`src/rtl/pipe_fft_dly_rw_ctrl.sv`:
```
// rtl/pipe_fft_dly_rw_ctrl.sv - read/write sequencer for the pipelined-FFT 8x66 delay RAM
// Optional sticky queue under/overflow flag dly_err enabled by `define PIPEFFT_DLY_ERR_EN.
module pipe_fft_dly_rw_ctrl #(
  parameter int W      = 66,
  parameter int AW     = 3,
  parameter int DLY    = 8,
  parameter int RD_LAT = 2
) (
  input  logic          clk,
  input  logic          nGrst,
  input  logic          rst,
  input  logic          ce,
  input  logic [W-1:0]  din,
  output logic [W-1:0]  dout,
  output logic          dout_vld,
  output logic [W-1:0]  ram_wD,
  output logic [AW-1:0] ram_wAddr,
  output logic          ram_wEn,
  output logic [AW-1:0] ram_rAddr,
  input  logic [W-1:0]  ram_rD
`ifdef PIPEFFT_DLY_ERR_EN
  ,
  output logic          dly_err
`endif
);

  localparam int QD  = RD_LAT + 1;
  localparam int QCW = $clog2(QD + 1);
  localparam int FW  = $clog2(DLY + 1);
  localparam int AVW = AW + 2;
  localparam int ICW = $clog2(RD_LAT + 1);
  localparam int CW  = $clog2(2 * QD + 2);

  if (DLY < RD_LAT + 3 || DLY > (1 << AW)) begin : g_bad_dly
    $error("pipe_fft_dly_rw_ctrl: DLY out of legal range");
  end

  logic [AW-1:0]     wp_q, wp_d, rp_q, rp_d;
  logic [AVW-1:0]    avail_q, avail_d;
  logic [FW-1:0]     fill_q, fill_d;
  logic [RD_LAT-1:0] iss_q, iss_d;
  logic [W-1:0]      qm_q [QD];
  logic [W-1:0]      qm_d [QD];
  logic [QCW-1:0]    qcnt_q, qcnt_d;
  logic [W-1:0]      dout_q, dout_d;
  logic              vld_q, vld_d;
`ifdef PIPEFFT_DLY_ERR_EN
  logic              err_q, err_d;
`endif

  logic [ICW-1:0] inflight;
  logic           pop, pop_ok, push, issue;
  logic [QCW-1:0] cnt_mid;

  assign ram_wEn   = ce;
  assign ram_wD    = din;
  assign ram_wAddr = wp_q;
  assign ram_rAddr = rp_q;
  assign dout      = dout_q;
  assign dout_vld  = vld_q;
`ifdef PIPEFFT_DLY_ERR_EN
  assign dly_err   = err_q;
`endif

  always_comb begin
    inflight = '0;
    for (int i = 0; i < RD_LAT; i++) begin
      inflight = inflight + ICW'(iss_q[i]);
    end
    pop    = ce && (fill_q == FW'(DLY));
    pop_ok = pop && (qcnt_q != '0);
    push   = iss_q[RD_LAT-1];
    // A same-cycle pop frees a slot, so credit counts it; otherwise
    // back-to-back strobes would leave the queue empty at every pop.
    issue  = (avail_q >= AVW'(2)) &&
             ((CW'(qcnt_q) + CW'(inflight)) < (CW'(QD) + CW'(pop)));

    wp_d    = wp_q + AW'(ce);
    rp_d    = rp_q + AW'(issue);
    avail_d = avail_q + AVW'(ce) - AVW'(issue);
    fill_d  = (ce && (fill_q < FW'(DLY))) ? fill_q + FW'(1) : fill_q;

    iss_d[0] = issue;
    for (int i = 1; i < RD_LAT; i++) begin
      iss_d[i] = iss_q[i-1];
    end

    qm_d   = qm_q;
    dout_d = dout_q;
    vld_d  = vld_q;
    cnt_mid = qcnt_q;
    if (pop_ok) begin
      dout_d = qm_q[0];
      vld_d  = 1'b1;
      for (int i = 0; i < QD - 1; i++) begin
        qm_d[i] = qm_q[i+1];
      end
      cnt_mid = qcnt_q - QCW'(1);
    end
    qcnt_d = cnt_mid;
    if (push && (cnt_mid < QCW'(QD))) begin
      for (int i = 0; i < QD; i++) begin
        if (QCW'(i) == cnt_mid) qm_d[i] = ram_rD;
      end
      qcnt_d = cnt_mid + QCW'(1);
    end

`ifdef PIPEFFT_DLY_ERR_EN
    err_d = err_q || (pop && (qcnt_q == '0)) ||
            (push && (cnt_mid == QCW'(QD)));
`endif

    if (rst) begin
      wp_d    = '0;
      rp_d    = '0;
      avail_d = '0;
      fill_d  = '0;
      iss_d   = '0;
      qcnt_d  = '0;
      dout_d  = '0;
      vld_d   = 1'b0;
      for (int i = 0; i < QD; i++) begin
        qm_d[i] = '0;
      end
`ifdef PIPEFFT_DLY_ERR_EN
      err_d   = 1'b0;
`endif
    end
  end

  always_ff @(posedge clk or negedge nGrst) begin
    if (!nGrst) begin
      wp_q    <= '0;
      rp_q    <= '0;
      avail_q <= '0;
      fill_q  <= '0;
      iss_q   <= '0;
      qcnt_q  <= '0;
      dout_q  <= '0;
      vld_q   <= 1'b0;
      for (int i = 0; i < QD; i++) begin
        qm_q[i] <= '0;
      end
`ifdef PIPEFFT_DLY_ERR_EN
      err_q   <= 1'b0;
`endif
    end else begin
      wp_q    <= wp_d;
      rp_q    <= rp_d;
      avail_q <= avail_d;
      fill_q  <= fill_d;
      iss_q   <= iss_d;
      qcnt_q  <= qcnt_d;
      dout_q  <= dout_d;
      vld_q   <= vld_d;
      for (int i = 0; i < QD; i++) begin
        qm_q[i] <= qm_d[i];
      end
`ifdef PIPEFFT_DLY_ERR_EN
      err_q   <= err_d;
`endif
    end
  end

endmodule

```
`config.mk`:
```
export PLATFORM = sky130hd
export DESIGN_NAME = pipe_fft_dly_rw_ctrl
export DESIGN_NICKNAME = d
export VERILOG_FILES = /design/src/rtl/pipe_fft_dly_rw_ctrl.sv
export SDC_FILE = /design/constraint.sdc
export NUM_CORES = 1
export LEC_CHECK = 0
export ABC_AREA = 0
export BUFFER_PORTS_ARGS = -buffer_cell sky130_fd_sc_hd__buf_2
export CORE_ASPECT_RATIO = 1.2
export CORE_MARGIN = 2
export CORE_UTILIZATION = 30
export CTS_CLUSTER_DIAMETER = 60
export DETAILED_ROUTE_END_ITERATION = 8
export PLACE_DENSITY_LB_ADDON = 0.2
export SYNTH_ARGS = -nofsm -noshare
export SYNTH_HDL_FRONTEND = slang
export SYNTH_SLANG_ARGS = --single-unit
```
`constraint.sdc`:
```
create_clock -name clk -period 4.1 [get_ports clk]
set_input_delay 0.615 -clock clk [delete_from_list [all_inputs] [get_ports clk]]
set_output_delay 0.615 -clock clk [all_outputs]
set_load 0.1 [all_outputs]
```
==> impl_metrics.csv <==
group,metric,value,unit
route,vias_per_cell,5.47,
floorplan,core,45000,µm²
final_layout,layout.nets,1545,
yosys,synth_area_leaders,"dfrtp_1 52%, a311oi_1 8.4%, nand3_1 7.3%, o21ai_0 7.2%, a22o_1 4.2%",
yosys,yosys_warnings,0,
critical_path,cp_max_fo,4,
route,drt-initial-drc-count,909,
critical_path,startpoint_type,"register",
sta,min_period_over_period,0.772,
route,wl_met2,18400,µm
clock_tree,clk_path_buf_depth,3,
route,vias,11100,
global_routing,grt_pass1_wl,64700,µm
critical_path,endpoint_kind,"register",
sta,grt_setup_unrepaired,"no",
sta,finalSetupTns,0,ps
final_layout,area_growth,12.1,%
route,antenna_left,0,
route,dr.pass1.iters,5,
sta,slew_headroom,0.294,
yosys,postSynthCellCount,1405,
critical_path,critPathSlowestCell,"fa_1",
yosys,async_reset_ff_frac,1.00,
final_layout,final_common_cell,"dfrtp_1",
route,drcViolationCount,0,
clock_tree,h-tree-depth,2,
yosys,synth_cell_types,40,
yosys,synth_top_area_frac,0.518,
yosys,synth_nets,1564,
pwr,irDropWorstVdd,450,µV
critical_path,critPathKind,"reg2reg",
yosys,synth_flop_cell,"dfrtp_1",
critical_path,cp_slowest_stage_delay,420,ps
final_layout,drive_above_1_share,0.161,
global_routing,grt_usage,0.168,
sta,tightest_slew,1060,ps
pwr,p_leak,6.56,nW
floorplan,io_pins,276,
global_routing,antenna_found_initial,4,
critical_path,crit_path_frequent_cell,"inv_1",
clock_tree,cts_setup_buffers,0,
sta,final_hold_viol_count,0,
yosys,ys_seq_area_frac,0.518,
yosys,synth.avg_cell_area,9.76,µm²
worst_hold_path,min_path_type,"in2async",
route,routed.top_layer,"met5",
sta,worst_hold_slack,112,ps
clock_tree,numCtsBuffers,35,
status,outcome,"complete, no violations",
clock_tree,post_cts_resized,0,
sta,skew,8.36,ps
sta,setup_violations,0,
pwr,pwr_density_cell,505,nW/µm²
sta,period_minus_slack,3170,ps
clock_tree,cts_hold_buf,0,
critical_path,path_cells,"inv_1 -> fa_1 -> inv_1 -> ha_1 -> nor3b_1 -> nor3_1 -> ha_1 -> inv_1 -> ha_1 -> inv_1 -> fa_1 -> o21bai_1 -> a21oi_1 -> mux2_2",
placed_design,finalWeightedCongestion,0.694,
floorplan,start_util,0.305,
sta,slew_viol_final,0,
clock_tree,cts_tree,"yes",
floorplan,die_x,199,µm
critical_path,worst_ep_arrival_time,3570,ps
final_layout,fillCellCount,4607,
global_routing,grt_overflow_total,0,
flow_run,drv_cap,0,
placed_design,io_buffers,143,
placed_design,dp_hpwl,21200,µm
yosys,syn_area,13700,µm²
floorplan,die_area,47500,µm²
clock_tree,clk_pin_slew_worst_paths,60,ps
global_routing,grt_pass1_vias,11200,
final_layout,layout_common_cells,"284 x dfrtp_1, 199 x nand3_1, 198 x o21ai_0",
sta,fmax,316,MHz
yosys,synth-seq-cells,284,
route,wl_met3,2220,µm
global_routing,grt_max_degree,201,
route,wl_met1,18200,µm
clock_tree,clock-root-buffer,"clkbuf_16",
yosys,synth_area_leader_cell,"dfrtp_1",
critical_path,worstPathRequired,4500,ps
route,wl,39600,µm
clock_tree,clk_latency,520,ps
route,detail_route.wl_per_cell,19.6,µm
yosys,synth_edf_count,0,
floorplan,rows,85,
floorplan,die_h,238,µm
clock_tree,clkSinkCount,284,
report_power, final:
part | leakage, nW | switching (W) | internal, W
combinational | 2.09 | 0.00110 | 0.000441
clock | 0.549 | 0.00123 | 0.00183
sequential | 3.92 | 0.000126 | 0.00305
total | 6.56 | 0.00245 | 0.00532
final timing paths:
kind	startpoint	end	slack, ps	cells past startpoint
setup / recovery	qcnt_q[0]$_DFF_PN0_	avail_q[4]$_DFF_PN0_	930	14
hold / removal	nGrst	qm_q[12]$_DFFE_PN0P_	110	1
setup reg to reg	qcnt_q[0]$_DFF_PN0_	avail_q[4]$_DFF_PN0_	930	14
hold reg to reg	qm_q[31]$_DFFE_PN0P_	qm_q[31]$_DFFE_PN0P_	510	1
max in group asynchronous	nGrst	qm_q[73]$_DFF_PN0_	2950	2
min in group clk	ram_rD[16]	qm_q[16]$_DFFE_PN0P_	350	2
sequential cells by signal, indices dropped and copies added (netlist names):
name	flops
avail_q	5
dout	66
dout_vld	1
fill_q	4
iss_q	2
qcnt_q	2
qm_q	198
ram_rAddr	3
ram_wAddr	3
kinds of logic after synthesis:
family / share of synthesized area
AOI/OAI and AO/OA: 0.230
DFF: 0.518
buffers and inverters: 0.0976
and+or+nand+nor: 0.125
adders and majority gates: 0.0221
muxes: 0.00237
xor gates and xnor gates: 0.00447
cell type report:
cell class	instances	area (µm²)	share of cell area
Antenna cell	1	2.50	0.000163
Clock buffer	54	1090	0.0709
Clock inverter	7	48.8	0.00317
Inverter	18	72.6	0.00472
Multi-Input combinational cell	881	5300	0.345
Sequential cell	284	7110	0.462
Tap cell	609	762	0.0496
Timing Repair Buffer	166	992	0.0645
per-stage QoR:
| stage | instances | cell area [µm²] | total power [W] | util | setup slack [ps] |
|---|---|---|---|---|---|
| floorplan | 1405 | 13700 | 0.00458 | - | 1190 |
| global placement | 1958 | 14200 | 0.00476 | 0.316 | 901 |
| detailed placement | 1958 | 14200 | 0.00477 | 0.316 | 857 |
| CTS | 2019 | 15400 | 0.00789 | 0.342 | 918 |
| global route | 2020 | 15400 | 0.00820 | 0.342 | 762 |
| finish | 2020 | 15400 | 0.00777 | 0.342 | 933 |
synthesized netlist by cell type, drive strengths merged, types with 2 or more instances:
cell type,instances
a21oi,70
a22o,66
a311oi,132
buf,125
clkbuf,97
dfrtp,284
fa,2
ha,21
inv,18
mux2,2
nand2b,3
nand3,199
nand3b,3
nand4,3
nor2,146
nor2b,8
nor3,2
o211ai,3
o21ai,198
o21bai,2
xnor2,6
per-layer routing:
layer  vias to the layer above  track usage
met3                        52       0.0329
met1                      5637        0.237
met5                         -            0
li1                       5058            -
met2                       301        0.263
met4                         6       0.0448
worst max-delay path, delay by kind of cell (launching register included):
family          cells  cell delay, ps
compound gates      2             230
mux                 1             260
flops               1             390
simple gates        2             400
buf+inv             4             310
fa+ha+maj           5            1450
No activity file was read; power rests on OpenSTA's default activity.
